**src/rtl/axis_pkt_arbiter.sv**
```systemverilog
// Two-input, packet-granular round-robin arbiter for a 256-bit AXI-Stream datapath.
// A granted packet owns the single registered output stage until its TLAST beat is accepted.
module axis_pkt_arbiter #(
  parameter int DATA_WIDTH = 256,
  parameter int KEEP_WIDTH = 32
) (
  input  logic                  ACLK,
  input  logic                  ARESET,

  input  logic [DATA_WIDTH-1:0] S0_AXIS_TDATA,
  input  logic [KEEP_WIDTH-1:0] S0_AXIS_TKEEP,
  input  logic                  S0_AXIS_TVALID,
  input  logic                  S0_AXIS_TLAST,
  output logic                  S0_AXIS_TREADY,

  input  logic [DATA_WIDTH-1:0] S1_AXIS_TDATA,
  input  logic [KEEP_WIDTH-1:0] S1_AXIS_TKEEP,
  input  logic                  S1_AXIS_TVALID,
  input  logic                  S1_AXIS_TLAST,
  output logic                  S1_AXIS_TREADY,

  output logic [DATA_WIDTH-1:0] M_AXIS_TDATA,
  output logic [KEEP_WIDTH-1:0] M_AXIS_TKEEP,
  output logic                  M_AXIS_TVALID,
  output logic                  M_AXIS_TLAST,
  input  logic                  M_AXIS_TREADY,
  output logic                  M_AXIS_TID,

  output logic [1:0]            GRANT
);

  typedef enum logic [1:0] {
    IDLE  = 2'd0,
    BUSY0 = 2'd1,
    BUSY1 = 2'd2
  } state_t;

  state_t                state_q, state_d;
  logic                  last_served_q, last_served_d;
  logic [1:0]            grant_q, grant_d;

  logic [DATA_WIDTH-1:0] m_data_q;
  logic [KEEP_WIDTH-1:0] m_keep_q;
  logic                  m_valid_q;
  logic                  m_last_q;
  logic                  m_tid_q;

  logic                  out_free;
  logic                  s0_ready;
  logic                  s1_ready;
  logic                  acc0;
  logic                  acc1;

  // The output slot is free when empty or being drained this cycle.
  assign out_free = !m_valid_q || M_AXIS_TREADY;
  assign s0_ready = (state_q == BUSY0) && out_free;
  assign s1_ready = (state_q == BUSY1) && out_free;
  assign acc0     = S0_AXIS_TVALID && s0_ready;
  assign acc1     = S1_AXIS_TVALID && s1_ready;

  always_comb begin
    // NOTE: every signal written here gets a default first, so no path can leave it unassigned and infer a latch.
    state_d       = state_q;
    last_served_d = last_served_q;
    grant_d       = 2'b00;

    unique case (state_q)
      IDLE: begin
        // On a tie, the port that was not served last wins.
        if (S0_AXIS_TVALID && (!S1_AXIS_TVALID || last_served_q)) begin
          state_d = BUSY0;
        end else if (S1_AXIS_TVALID) begin
          state_d = BUSY1;
        end
      end
      BUSY0: begin
        if (acc0 && S0_AXIS_TLAST) begin
          state_d       = IDLE;
          last_served_d = 1'b0;
        end
      end
      BUSY1: begin
        if (acc1 && S1_AXIS_TLAST) begin
          state_d       = IDLE;
          last_served_d = 1'b1;
        end
      end
      default: state_d = IDLE;
    endcase

    grant_d = {state_d == BUSY1, state_d == BUSY0};
  end

  always_ff @(posedge ACLK) begin
    // NOTE: sequential state uses non-blocking assignments so every register samples pre-edge values.
    if (ARESET) begin
      state_q       <= IDLE;
      last_served_q <= 1'b1;
      grant_q       <= 2'b00;
    end else begin
      state_q       <= state_d;
      last_served_q <= last_served_d;
      grant_q       <= grant_d;
    end
  end

  always_ff @(posedge ACLK) begin
    // NOTE: the datapath register is reset too, because the output must read all-zero after reset.
    if (ARESET) begin
      m_valid_q <= 1'b0;
      m_data_q  <= '0;
      m_keep_q  <= '0;
      m_last_q  <= 1'b0;
      m_tid_q   <= 1'b0;
    end else if (acc0) begin
      m_valid_q <= 1'b1;
      m_data_q  <= S0_AXIS_TDATA;
      m_keep_q  <= S0_AXIS_TKEEP;
      m_last_q  <= S0_AXIS_TLAST;
      m_tid_q   <= 1'b0;
    end else if (acc1) begin
      m_valid_q <= 1'b1;
      m_data_q  <= S1_AXIS_TDATA;
      m_keep_q  <= S1_AXIS_TKEEP;
      m_last_q  <= S1_AXIS_TLAST;
      m_tid_q   <= 1'b1;
    end else if (M_AXIS_TREADY) begin
      m_valid_q <= 1'b0;
    end
  end

  assign S0_AXIS_TREADY = s0_ready;
  assign S1_AXIS_TREADY = s1_ready;
  assign M_AXIS_TDATA   = m_data_q;
  assign M_AXIS_TKEEP   = m_keep_q;
  assign M_AXIS_TVALID  = m_valid_q;
  assign M_AXIS_TLAST   = m_last_q;
  assign M_AXIS_TID     = m_tid_q;
  assign GRANT          = grant_q;

endmodule
```
**config.mk**
```make
export PLATFORM = sky130hd
export DESIGN_NAME = axis_pkt_arbiter
export DESIGN_NICKNAME = d
export VERILOG_FILES = /design/src/rtl/axis_pkt_arbiter.sv
export SDC_FILE = /design/constraint.sdc
export NUM_CORES = 1
export LEC_CHECK = 0
export BUFFER_PORTS_ARGS = -buffer_cell sky130_fd_sc_hd__buf_2
export CORE_AREA = 10 10 335 337
export CTS_CLUSTER_DIAMETER = 30
export DETAILED_ROUTE_END_ITERATION = 10
export DIE_AREA = 0 0 345 347
export GPL_TIMING_DRIVEN = 0
export SLEW_MARGIN = 20
export SYNTH_ARGS = -nofsm -noshare
export SYNTH_HDL_FRONTEND = slang
export SYNTH_SLANG_ARGS = --single-unit
```
**constraint.sdc**
```tcl
create_clock -name ACLK -period 1.62 [get_ports ACLK]
set_input_delay 0.081 -clock ACLK [delete_from_list [all_inputs] [get_ports ACLK]]
set_output_delay 0.081 -clock ACLK [all_outputs]
set_load 0.05 [all_outputs]
```
# Yosys cells after proc, flatten, opt, wreduce, memory -nomap -nowiden
# Index checks and enable logic that the tools add are counted.
[totals]
register_bits = 296
output_inout_bits = 295
word_cells = 48
[op_classes]
eq_ne = 6
n_mux = 17
reduce_logical = 17
[ops]
columns = ["operator", "count"]
rows = [
  ["two-way mux 256 bit", 2],
  ["two-way mux 32 bit", 2],
  ["two-way mux 2 bit", 4],
  ["logical AND 1 bit", 7],
  ["two-way mux 1 bit", 7],
  ["one-hot mux 2 bit (3 select lines)", 1],
  ["equality test 2 x 1 -> 1 bit, second input constant", 2],
  ["equality test 2 bit, second input constant", 2],
  ["!= test 2 x 1 -> 1 bit, second input constant", 2],
  ["nonzero test 2 bit", 2],
  ["AND reduction 3 bit", 1],
  ["nonzero test 3 bit", 1],
  ["zero test 1 bit", 2],
  ["zero test 2 bit", 1],
  ["logical OR 1 bit", 2],
  ["one-hot mux 1 bit (2 select lines)", 1],
  ["OR reduction 2 bit", 1],
]

# Depth between registers and ports, before layout
# Gate-level depths: netlist (run 1).
[logic_depth]
ltp_word = 8
depth_mapped = 9

# Worst setup path after synthesis (run 1)
# OpenSTA, ideal clock, no wires.
[synth_timing]
path_type = "flip-flop to flip-flop"
start = "reg m_valid_q, in the netlist M_AXIS_TVALID"
end = "reg m_data_q[204], in the netlist M_AXIS_TDATA[204]"
setup_time_ps = 146
arrival_ps = 1687
required_time_ps = 1474
path_slack_ps = -213
path_stages_with_launch = 9
path_cell_list = "dfxtp_1 -> nand2b_1 -> buf_4 -> and3_1 -> buf_6 -> buf_6 -> buf_4 -> a21oi_1 -> a211oi_2"
[synth_between]
elab_chain_len = 5
[synth_rtl]
columns = ["element", "line_no", "text"]
rows = [
  ["start: declaration", "44", "logic m_valid_q;"],
  ["start signal: assignment", "110", "m_valid_q <= 1'b0;"],
  ["start signal: assignment", "116", "m_valid_q <= 1'b1;"],
  ["start signal: assignment", "122", "m_valid_q <= 1'b1;"],
  ["zero test 1 bit (*)", "55", "assign out_free = !m_valid_q || M_AXIS_TREADY;"],
  ["logical OR 1 bit (*)", "55", ""],
  ["logical AND 1 bit, on equally long branches", "56, 57", ""],
  ["logical AND 1 bit, on equally long branches", "58, 59", ""],
  ["two-way mux 256 bit / nonzero test 2 bit (equally long branches)", "--", ""],
  ["end signal: assignment", "111", "m_data_q <= '0;"],
  ["end signal: assignment", "117", "m_data_q <= S0_AXIS_TDATA;"],
  ["end signal: assignment", "123", "m_data_q <= S1_AXIS_TDATA;"],
  ["end: declaration", "42", "logic [DATA_WIDTH-1:0] m_data_q;"],
]
# Every way passes the cells marked *; elsewhere a longest branch is shown, timed or not.
# A chain may end at the register's enable or synchronous reset.

# Worst setup path in the final report (run 1)
[layout_timing]
start = "reg state_q[1]"
end = "reg m_data_q[126], in the netlist M_AXIS_TDATA[126]"
[layout_between]
elab_chain_len = 4
[layout_rtl]
columns = ["element", "line_no", "text"]
rows = [
  ["start: declaration", "38", "state_t state_q, state_d;"],
  ["start signal: assignment", "101", "state_q <= state_d;"],
  ["equality test 2 x 1 -> 1 bit / equality test 2 bit (equally long branches)", "56, 57", ""],
  ["logical AND 1 bit, on equally long branches", "56, 57", ""],
  ["logical AND 1 bit, on equally long branches", "58, 59", ""],
  ["two-way mux 256 bit / nonzero test 2 bit (equally long branches)", "--", ""],
]
# Several ways; a longest one is shown, not always the timed one.

==> metrics.md, run 1 <==
| Metric | Value |
|---|---|
| Outcome | complete, but fails checks |
| Failing checks | negative setup slack |
| WP data arrival | roughly 2500 ps |
| Clock network power share | between 40 and 50% |
| R2R depth | 8 |
| Critical Path End | M_AXIS_TDATA[126] |
| Sequential share of the synthesized area | around 41% |
| PortBufs | 876 |
| Starting Density | 13.8% |
| Synth top area share | between 40% and 50% |
| FF-to-FF setup slack | -320 ps |
| Depth of the CTS H-tree | 3 |
| Period minus WS final | roughly 1900 ps |
| Final non-filler cell total | 4725 |
| Final hold violations | 0 |
| Period utilization | 120% |
| Synth unique cells | 31 |
| Pre-CTS WS | -1340 ps |
| Cells after synthesis | 1655 |
| Mean Syn Cell Area | about 8.8 sq um |
| Nets | approximately 3.8k |
| Vias in the first global route | 21.6k |
| Reg clk slew, reported paths | approximately 40 ps |
| Worst setup SP type | flop |
| Max Cap Viol | 0 |
| Internal | about 26 mW |
| Via count | ~20k |
| Clock Skews | a little over 20 ps |
| Leakage | approximately 14 nW |
| Num Clock Sinks | roughly 300 |
| Tot Pwr | approximately 42 mW |
| Largest net degree at the start of global routing | 14 |
| P_sw | 15.4 mW |
| Drc violations | 0 |
| Max Clock Freq | between 0.5 and 0.6 GHz |
| Slew headroom | a little over a quarter |
| Setup ws final | -316 ps |
| CP Capture Type | flop |
| Yosys warns | 0 |
| HP Class | primary input to flop |
| Syn-to-layout area delta | 120% |
| Die height | approximately 350 um |
| Die X | 345 um |
| Total Wirelength | approximately 120000 um |
| Pre-antenna DRT Iters | 7 |
| CP required | about 2100 ps |
| Top Ports | around 880 |
| Clk root buf | clkbuf_16 |
| Worst setup startpoint | state_q[1] |
| Fill count | 10.7k |
| DR iter-0 viols | between 1k and 1.5k |
| PD cells | approximately 1300 nW/um^2 |
| Critical path peak fanout | 10 |
| Clock buffer count from CTS | just under 90 |
| First-pass GRT wire length | between 150000 and 200000 um |
| Row Count | roughly 120 |
| Cell accounting for the most synthesized area | dfxtp_1 |
| Worst Max-Slew Pin Slew | about 1100 ps |
| Reg power frac | ~22% |
| Remaining global-route overflow | 0 |
| Core Area | approximately 110000 sq um |
| Total GRT Usage | around 18% |
| Reg2reg start | state_q[1] |
| Syn_nets | about 2.2k |
| CTS tree | yes |
| Routed WL per cell | roughly 25 um |
| Final ANT Viol Nets | 0 |
| Die area | 120000 sq um |
| VDD IR max | about 1.0 mV |
| RD Place Congestion | roughly 0.96 |
| Setup violators final | 297 |
| Share of cells above drive strength 1 | between 50% and 60% |
| RSZ-0062 raised after global routing | yes |
| Initial antenna violation count | 38 |
| Sw Ratio | a little under two fifths |
| Post-synthesis cell area | ~15000 sq um |
| Synth area leaders | dfxtp_1, a211oi_2, a21oi_2 |
| Clock tree buffer depth | 3 |
| Worst-Skew Late Latency | between 600 and 700 ps |
| DP HPWL | between 80000 and 90000 um |
| Final Max Slew Viols | 0 |
| Worst r2r dst | M_AXIS_TDATA[126] |
| Post-DR vias/cell | 4.34 |
| Inst Count DP | around 3.9k |
| Synth Register Bits | 296 |
| Type of the worst setup path | flop to flop |
| Combinational group share of total power | between 30% and 40% |
cell families (layout without fill, tap and decap cells):
family                   Yosys count  after routing  share of synthesized area [%]
other                              0             23                              0
adder cells (fa/ha/maj)            4              4                          0.344
AND/OR/NAND/NOR                  603            603                           15.8
buffers and inverters            164           1820                           6.64
AO/OA/AOI/OAI                    588            588                           36.4
flip-flops                       296            296                           40.7
what timing repair did:
action | in CTS | in global routing
endpoints found under the setup margin | 296 | 296
hold endpoints to repair | 294 | 0
pin swaps | 23 | 35
gates cloned | 11 | 8
gates resized for setup | 325 | 123
hold buffers | 582 | 0
setup buffers | 21 | 3
synthesized netlist by cell type, drive strengths merged:
| cell | count |
|---|---|
| nand2b | 1 |
| nor3b | 1 |
| and2 | 5 |
| inv | 2 |
| and3 | 3 |
| a21boi | 1 |
| buf | 104 |
| ha | 4 |
| and3b | 1 |
| o21bai | 1 |
| nor3 | 2 |
| a311oi | 3 |
| o211ai | 2 |
| a21oi | 289 |
| dfxtp | 296 |
| nor4 | 1 |
| nand2 | 295 |
| o21ai | 1 |
| a31oi | 3 |
| nand3 | 2 |
| clkbuf | 58 |
| nor2 | 291 |
| nor2b | 1 |
| a211oi | 288 |
routing by layer:
metal	GRT usage (%)	routed length, um	share of wire [%]
met1	20.7	44900	39
met2	29.6	54300	47
met3	7.09	12200	10
met4	7.35	4990	4.3
met5	0	127	0.11
critical path, cell delays in order (launching register included):
cell and delay (ps):
dfxtp_4 400, ha_4 190, and2_4 180, and2_4 200, buf_12 160, buf_16 160
buf_8 160, nand2_1 90, a211oi_2 240
worst min-delay path by stage:
| stage | start | end | slack, ps | cells after the start |
|---|---|---|---|---|
| 3_3_place_gp | S1_AXIS_TDATA[253] | M_AXIS_TDATA[253] | 330 | 3 |
| 6_report | M_AXIS_TREADY | M_AXIS_TVALID | 130 | 4 |
| 4_1_cts | M_AXIS_TREADY | M_AXIS_TVALID | 80 | 4 |
| 2_1_floorplan | S1_AXIS_TDATA[0] | M_AXIS_TDATA[0] | 220 | 2 |
| 3_5_place_dp | S1_AXIS_TDATA[213] | M_AXIS_TDATA[213] | 330 | 3 |
| 5_1_grt | M_AXIS_TREADY | M_AXIS_TVALID | 110 | 4 |
state kept, by name, indices dropped and copies added (netlist names):
register       flops
M_AXIS_TLAST       1
last_served_q      1
M_AXIS_TID         1
M_AXIS_TVALID      1
M_AXIS_TKEEP      32
M_AXIS_TDATA     256
state_q            2
GRANT              2
power by group through the flow:
stage	clock network [mW]	logic, mW	registers, mW
final	18.4	14.2	9.28
after global routing	18.9	14.8	9.36
after CTS	18.5	13.7	9.19
after detailed placement	0	11.5	9.28
after global placement	0	11.4	9.24
after floorplan	0	4.01	13.0
stage by stage:
step                util [%]  hold slack [ps]  instance area (sq um)  TNS, ps
floorplan                  -              222                  14600        0
global placement        19.7              332                  20700  -280200
detailed placement      19.7              334                  20700  -285530
CTS                     29.7             81.9                  31300   -56430
global route            30.4              106                  32000   -70370
finish                  30.4              131                  32000   -52040
area by class of cell:
cell class                 instances  area, sq um  share of cell area, %
clock inverter                    37          612                   1.91
clock buffer                     122         2530                   7.92
buffer                           160         1720                   5.39
multi-input combinational       1195         8440                   26.4
timing repair buffer            1499        10900                   34.2
sequential                       296         5940                   18.6
inverter                           2         12.5                 0.0391
antenna                           23         57.6                  0.180
tap                             1391         1740                   5.44
cell usage in the layout (no fill, tap or decap), types with 3 or more instances in the layout:
cell           Yosys  final
dfxtp_4            0      3
a31oi_1            3      3
buf_2             65    895
a21oi_4            0     10
clkbuf_8           0     16
buf_8              4     16
diode_2            0     23
bufinv_16          0     13
dfxtp_1          296    293
nand2_8            0      4
buf_6             21     28
clkbuf_16          0    104
nand2_2            0     40
clkbuf_2           0     10
clkbuf_1          58     47
a211oi_2         209    253
buf_4              9     30
nand2_4            0     24
nor2_1           291    290
clkinv_16          0      3
a21oi_1          139    117
clkinv_2           0     19
buf_12             2     36
a211oi_1          79     34
nand2_1          295    227
and2_1             5      3
clkbuf_4           0      7
a21oi_2          150    162
buf_16             0      9
dlygate4sd3_1      0    582
(Power assumes the default switching activity.)
==> inputs of run 2 (changes only) <==
--- a/config.mk
+++ b/config.mk
@@ -6,10 +6,10 @@
 export NUM_CORES = 1
 export LEC_CHECK = 0
 export BUFFER_PORTS_ARGS = -buffer_cell sky130_fd_sc_hd__buf_2
-export CORE_AREA = 10 10 335 337
+export CORE_AREA = 3 3 338 340
 export CTS_CLUSTER_DIAMETER = 30
 export DETAILED_ROUTE_END_ITERATION = 10
-export DIE_AREA = 0 0 345 347
+export DIE_AREA = 0 0 341 343
 export GPL_TIMING_DRIVEN = 0
 export SLEW_MARGIN = 20
 export SYNTH_ARGS = -nofsm -noshare
==> metrics.md, run 2 (synthesis results as in run 1) <==
| Metric | Value |
|---|---|
| Die height | 343 um (was 347 um) |
| First-pass GRT wire length | 149000 um (was 159000 um) |
| Via count | 20.5k (about the same) |
| Inst Count DP | 4031 (was 3922) |
| Total Wirelength | 113000 um (was 117000 um) |
| Share of cells above drive strength 1 | 52.4% (was 51.2%) |
| Starting Density | 13.0% (was 13.8%) |
| Final ANT Viol Nets | 0 (unchanged) |
| Failing checks | negative setup slack (unchanged) |
| Type of the worst setup path | flop to flop (unchanged) |
| Period minus WS final | 1880 ps (was 1940 ps) |
| Reg power frac | 23.0% (was 22.2%) |
| Sw Ratio | 37.1% (was 36.9%) |
| Worst-Skew Late Latency | 630 ps (about the same) |
| DP HPWL | 80700 um (was 86900 um) |
| Syn-to-layout area delta | 124% (was 120%) |
| Core Area | 112000 sq um (was 105000 sq um) |
| Post-layout util | 29.1% (was 30.4%) |
| WP data arrival | 2420 ps (was 2450 ps) |
| Outcome | complete, but fails checks (unchanged) |
| Final hold violations | 0 (unchanged) |
| Fill count | 11.4k (was 10.7k) |
| DR iter-0 viols | 1242 (was 1305) |
| Clock network power share | 41.4% (was 43.9%) |
| Nets | 3837 (was 3830) |
| Finished Cell Area | 32600 sq um (was 32000 sq um) |
| Num Clock Sinks | 296 (unchanged) |
| CTS tree | yes (unchanged) |
| VDD IR max | 0.779 mV (was 1.05 mV) |
| Leakage | 13.7 nW (about the same) |
| Dpl cell area | 20900 sq um (was 20700 sq um) |
| Max Used Layer | met5 (unchanged) |
| RD Place Congestion | 0.950 (was 0.961) |
| Max Cap Viol | 0 (unchanged) |
| Largest net degree at the start of global routing | 13 (was 14) |
| Total GRT Usage | 17.6% (was 18.0%) |
| Clock Skews | 21.0 ps (was 20.2 ps) |
| Final non-filler cell total | 4842 (was 4725) |
| R2R depth | 10 (was 8) |
| Post-DR vias/cell | 4.23 (was 4.34) |
| Worst setup startpoint | state_q[0] (was state_q[1]) |
| RSZ-0062 raised after global routing | yes (unchanged) |
| Max Clock Freq | 0.531 GHz (was 0.516 GHz) |
| Period utilization | 116% (was 120%) |
| Final Max Slew Viols | 0 (unchanged) |
| Initial antenna violation count | 45 (was 38) |
| Clock buffer count from CTS | 84 (was 89) |
| Slew headroom | 22.5% (was 26.2%) |
| HP Class | primary input to flop (unchanged) |
| Depth of the CTS H-tree | 3 (unchanged) |
| Remaining global-route overflow | 0 (unchanged) |
| Critical Path End | M_AXIS_TKEEP[8] (was M_AXIS_TDATA[126]) |
| Max FFs per register | 256 (unchanged) |
| Met3 WL post-DR | 10800 um (was 12200 um) |
| P_sw | 15.2 mW (was 15.4 mW) |
| Worst r2r dst | M_AXIS_TKEEP[8] (was M_AXIS_TDATA[126]) |
| Most common cell after layout, fill and taps aside | buf_2 (unchanged) |
| PD cells | 1260 nW/um^2 (was 1310 nW/um^2) |
| Top Ports | 878 (unchanged) |
| CP required | 2160 ps (was 2130 ps) |
| Setup violators final | 292 (was 297) |
| Worst Max-Slew Pin Slew | 1160 ps (was 1110 ps) |
| Drc violations | 0 (unchanged) |
| Most frequent cells in the layout | buf_2, dlygate4sd3_1, dfxtp_1 (unchanged) |
| Combinational group share of total power | 35.6% (was 33.9%) |
| Clock tree buffer depth | 3 (unchanged) |
| Internal | 25.7 mW (was 26.4 mW) |
| Vias in the first global route | 20.9k (was 21.6k) |
| Worst setup SP type | flop (unchanged) |
| Die X | 341 um (was 345 um) |
| Clk root buf | clkbuf_16 (unchanged) |
| Reg clk slew, reported paths | 40 ps (about the same) |
| Metal2 WL | 52400 um (was 54300 um) |
| Die area | 117000 sq um (was 120000 sq um) |
| FF-to-FF setup slack | -260 ps (was -320 ps) |
| Reg2reg start | state_q[0] (was state_q[1]) |
| Routed WL per cell | 23.3 um (was 24.7 um) |
| PortBufs | 876 (unchanged) |
| Pre-antenna DRT Iters | 5 (was 7) |
| Wl on met1 | 44100 um (was 44900 um) |
| Critical path peak fanout | 5 (was 10) |
| Setup ws final | -262 ps (was -316 ps) |
| CP Capture Type | flop (unchanged) |
| Row Count | 123 (was 119) |
## run 2: cell types whose count changed in the layout (fill, tap and decap cells not counted), moves of 9 or more
cell / change
a21oi_1: -41
nand2_4: -12
a21oi_4: +35
nand2_2: +9
a211oi_2: +11
a211oi_1: -10
## run 2: worst min-delay path by stage
stage,startpoint,endpoint,slack (ps),cells after the start
final,S1_AXIS_TVALID,last_served_q,100,4
after floorplan,S1_AXIS_TDATA[0],M_AXIS_TDATA[0],220,2
after global routing,S1_AXIS_TVALID,last_served_q,110,4
after global placement,S1_AXIS_TDATA[242],M_AXIS_TDATA[242],330,3
after CTS,S1_AXIS_TVALID,last_served_q,30,4
after detailed placement,S1_AXIS_TKEEP[9],M_AXIS_TKEEP[9],340,3
## run 2: timing repair
item	4_1_cts	5_1_grt
hold buffers	582	0
cloned	10	19
endpoints found under the hold margin	294	0
resized for setup	319	187
endpoints found under the setup margin	293	293
pin swaps	17	53
buffers inserted	19	6
## run 2: power groups by stage
stage,clock [mW],combinational (mW),sequential [mW]
after detailed placement,0,11.3,9.31
after global routing,17.5,15.2,9.46
after floorplan,0,4.01,13.0
after global placement,0,11.3,9.28
final,16.9,14.5,9.39
after CTS,17.1,13.5,9.24
## run 2: stage by stage
step / setup slack, ps / power, mW / setup TNS, ps / hold WS [ps]
2_1_floorplan: 4.66 / 17.1 / 0 / 222
3_5_place_dp: -1070 / 20.6 / -219140 / 335
5_1_grt: -321 / 42.2 / -70190 / 110
3_3_place_gp: -1340 / 20.5 / -306700 / 333
6_report: -262 / 40.9 / -49110 / 97.2
4_1_cts: -248 / 39.9 / -56330 / 25.2
## run 2: critical path, cell delays in order (launching register included)
cell and delay, ps:
dfxtp_4 360, inv_4 60, ha_4 150, and2_4 180, and2_4 170, buf_12 170
buf_16 170, buf_8 130, buf_6 140, nand2_4 50, a211oi_2 210
## run 2: final cells by class
type	count	area, sq um	share of cell area (%)
Tap cell	1500	1880	5.77
Buffer	159	1690	5.20
Inverter	2	10.0	0.0307
Sequential cell	296	5940	18.2
Clock inverter	27	455	1.40
Clock buffer	121	2410	7.41
Antenna cell	30	75.1	0.231
Multi-Input combinational cell	1195	8780	27.0
Timing Repair Buffer	1512	11300	34.7
## run 2: metal layers
layer	up-vias	GRT usage, %
li1	9062	-
met5	-	0
met1	9749	20.9
met3	353	5.77
met4	20	8.19
met2	1296	28.8
==> inputs of run 3 (changes only) <==
--- a/config.mk
+++ b/config.mk
@@ -7,6 +7,7 @@
 export LEC_CHECK = 0
 export BUFFER_PORTS_ARGS = -buffer_cell sky130_fd_sc_hd__buf_2
 export CORE_AREA = 3 3 338 340
+export CTS_BUF_LIST = sky130_fd_sc_hd__clkbuf_4 sky130_fd_sc_hd__clkbuf_8
 export CTS_CLUSTER_DIAMETER = 30
 export DETAILED_ROUTE_END_ITERATION = 10
 export DIE_AREA = 0 0 341 343
==> metrics.md, run 3 (synthesis results as in run 1) <==
| Metric | Value |
|---|---|
| Share of cells above drive strength 1 | 54.7% (was 52.4%) |
| Max Clock Freq | 0.523 GHz (was 0.531 GHz) |
| Pre-antenna DRT Iters | 6 (was 5) |
| Clock Skews | 29.0 ps (was 21.0 ps) |
| Type of the worst setup path | flop to flop (unchanged) |
| R2R depth | 10 (unchanged) |
| Buf+Inv Stages, Crit Path | 5 (unchanged) |
| Sw Ratio | 40.0% (was 37.1%) |
| Die X | 341 um (unchanged) |
| Max FFs per register | 256 (unchanged) |
| Max Cap Viol | 0 (unchanged) |
| Initial antenna violation count | 51 (was 45) |
| Reg2reg start | state_q[0] (unchanged) |
| Period utilization | 118% (was 116%) |
| Worst setup SP type | flop (unchanged) |
| DR iter-0 viols | 1265 (was 1242) |
| Failing checks | negative setup slack (unchanged) |
| HP Class | primary input to flop (unchanged) |
| PD cells | 1120 nW/um^2 (was 1260 nW/um^2) |
| Pre-CTS WS | -1070 ps (unchanged) |
| Post-layout util | 29.0% (was 29.1%) |
| CP Capture Type | flop (unchanged) |
| FF-to-FF setup slack | -290 ps (was -260 ps) |
| Die height | 343 um (unchanged) |
| Slew headroom | 18.2% (was 22.5%) |
| Total Wirelength | 115000 um (was 113000 um) |
| Clock buffer count from CTS | 84 (unchanged) |
| Syn-to-layout area delta | 123% (was 124%) |
| Hold Path Depth | 5 (was 4) |
| Total GRT Usage | 17.2% (was 17.6%) |
| Largest net degree at the start of global routing | 13 (unchanged) |
| PortBufs | 876 (unchanged) |
| WHS | 153 ps (was 97.2 ps) |
| RD Place Congestion | 0.950 (unchanged) |
| Core Area | 112000 sq um (unchanged) |
| P_sw | 14.5 mW (was 15.2 mW) |
| CP max stage delay | 360 ps (about the same) |
| Internal | 21.7 mW (was 25.7 mW) |
| VDD IR max | 0.751 mV (was 0.779 mV) |
| Reg clk slew, reported paths | 50 ps (was 40 ps) |
| Leakage | 13.8 nW (was 13.7 nW) |
| Hold endpoint | state_q[0] (was last_served_q) |
| Routed WL per cell | 23.7 um (was 23.3 um) |
| Final ANT Viol Nets | 0 (unchanged) |
| RSZ-0062 raised after global routing | yes (unchanged) |
| Most common cell after layout, fill and taps aside | buf_2 (unchanged) |
| Worst-Skew Late Latency | 690 ps (was 630 ps) |
| Period minus WS final | 1910 ps (was 1880 ps) |
| Clock tree buffer depth | 3 (unchanged) |
| Nets | 3857 (was 3837) |
| Final hold violations | 0 (unchanged) |
| Worst Max-Slew Pin Slew | 1230 ps (was 1160 ps) |
| Setup violators final | 294 (was 292) |
| Vias in the first global route | 20.5k (was 20.9k) |
| Die area | 117000 sq um (unchanged) |
| Final Max Slew Viols | 0 (unchanged) |
| Drc violations | 0 (unchanged) |
| Critical path cell sequence | inv_4, ha_4, and2_4, and2_4, buf_12, buf_12, buf_16, clkbuf_16, nand2_4, a211oi_2 (was inv_4, ha_4, and2_4, and2_4, buf_12, buf_16, buf_8, buf_6, nand2_4, a211oi_2) |
| Combinational group share of total power | 41.3% (was 35.6%) |
| Setup ws final | -293 ps (was -262 ps) |
| Reg power frac | 25.8% (was 23.0%) |
| Finished Cell Area | 32400 sq um (was 32600 sq um) |
| Tot Pwr | 36.2 mW (was 40.9 mW) |
| CTS tree | yes (unchanged) |
| Hold Startpoint | S1_AXIS_TVALID (unchanged) |
| Num Clock Sinks | 296 (unchanged) |
| Final non-filler cell total | 4858 (was 4842) |
| CP max stage cell | dfxtp_4 (unchanged) |
| Inst Count DP | 4031 (unchanged) |
| Outcome | complete, but fails checks (unchanged) |
| Starting Density | 13.0% (unchanged) |
| Clock network power share | 33.0% (was 41.4%) |
| Post-DR vias/cell | 4.27 (was 4.23) |
| Worst r2r dst | M_AXIS_TDATA[149] (was M_AXIS_TKEEP[8]) |
| DP HPWL | 80700 um (unchanged) |
| Clk root buf | clkbuf_8 (was clkbuf_16) |
| Top Ports | 878 (unchanged) |
| CP required | 2190 ps (was 2160 ps) |
| Via count | 20.7k (was 20.5k) |
| Critical path peak fanout | 7 (was 5) |
| First-pass GRT wire length | 146000 um (was 149000 um) |
| Dpl cell area | 20900 sq um (unchanged) |
| WP data arrival | 2480 ps (was 2420 ps) |
| Row Count | 123 (unchanged) |
| CP delay by family, top | buffers and inverters (unchanged) |
| Most frequent cells in the layout | buf_2, dlygate4sd3_1, dfxtp_1 (unchanged) |
| Depth of the CTS H-tree | 3 (unchanged) |
| Final setup TNS | -53000 ps (was -49110 ps) |
| Remaining global-route overflow | 0 (unchanged) |
## run 3: cell count changes in the layout (fill, tap and decap cells not counted), moves of 14 or more
cell,previous run,this run
a21oi_4,45,21
a211oi_1,24,10
nand2_4,12,53
clkbuf_1,54,32
a21oi_1,76,92
clkbuf_4,6,33
clkbuf_8,15,100
clkbuf_16,105,38
nand2_1,232,191
a211oi_2,264,278
## run 3: worst max path at each step
stage / cells past startpoint / end / start / slack, ps
after global routing: 11 / M_AXIS_TDATA[230] / state_q[0] / -350
after CTS: 10 / M_AXIS_TDATA[144] / state_q[0] / -290
final: 10 / M_AXIS_TDATA[149] / state_q[0] / -290
after detailed placement: 8 / M_AXIS_TDATA[147] / state_q[1] / -1070
after floorplan: 7 / M_AXIS_TDATA[100] / state_q[1] / 5
after global placement: 4 / M_AXIS_TDATA[115] / ARESET / -1340
## run 3: power groups by stage
stage	sequential [mW]	clock (mW)	combinational (mW)
4_1_cts	9.19	12.1	13.1
2_1_floorplan	13.0	0	4.01
3_5_place_dp	9.31	0	11.3
3_3_place_gp	9.28	0	11.3
6_report	9.33	11.9	15.0
5_1_grt	9.39	12.5	15.6
## run 3: tightest hold or removal path, delay by kind of cell
family          cells  cell delay [ps]
compound gates      3              420
buf+inv             1              140
simple gates        1              110
## run 3: final cells by class
type                    count  area, sq um
fillers                 11504        79400
repair buffers           1531        11700
multi-input cells        1195         9110
flip-flops and latches    296         5940
well taps                1500         1880
plain buffers             160         1770
clock buffers             121         1530
clock inverters            27          415
diodes                     26         65.1
inverters                   2         10.0
## run 3: repair_timing
action,4_1_cts,5_1_grt
cloned,5,41
hold buffers,582,0
setup endpoints to repair,294,293
setup buffers,7,21
resized for setup,239,400
hold endpoints to repair,295,0
pin swaps,3,133
## run 3: routing by layer
layer  GRT usage (%)  up-vias  share of wire (%)  wire length (um)
met3            5.83      386                9.0             10300
met5               0        -               0.19               216
li1                -     9093                  -                 -
met2            28.2     1333                 47             54000
met4            7.71       32                4.9              5620
met1            20.4     9882                 39             45000
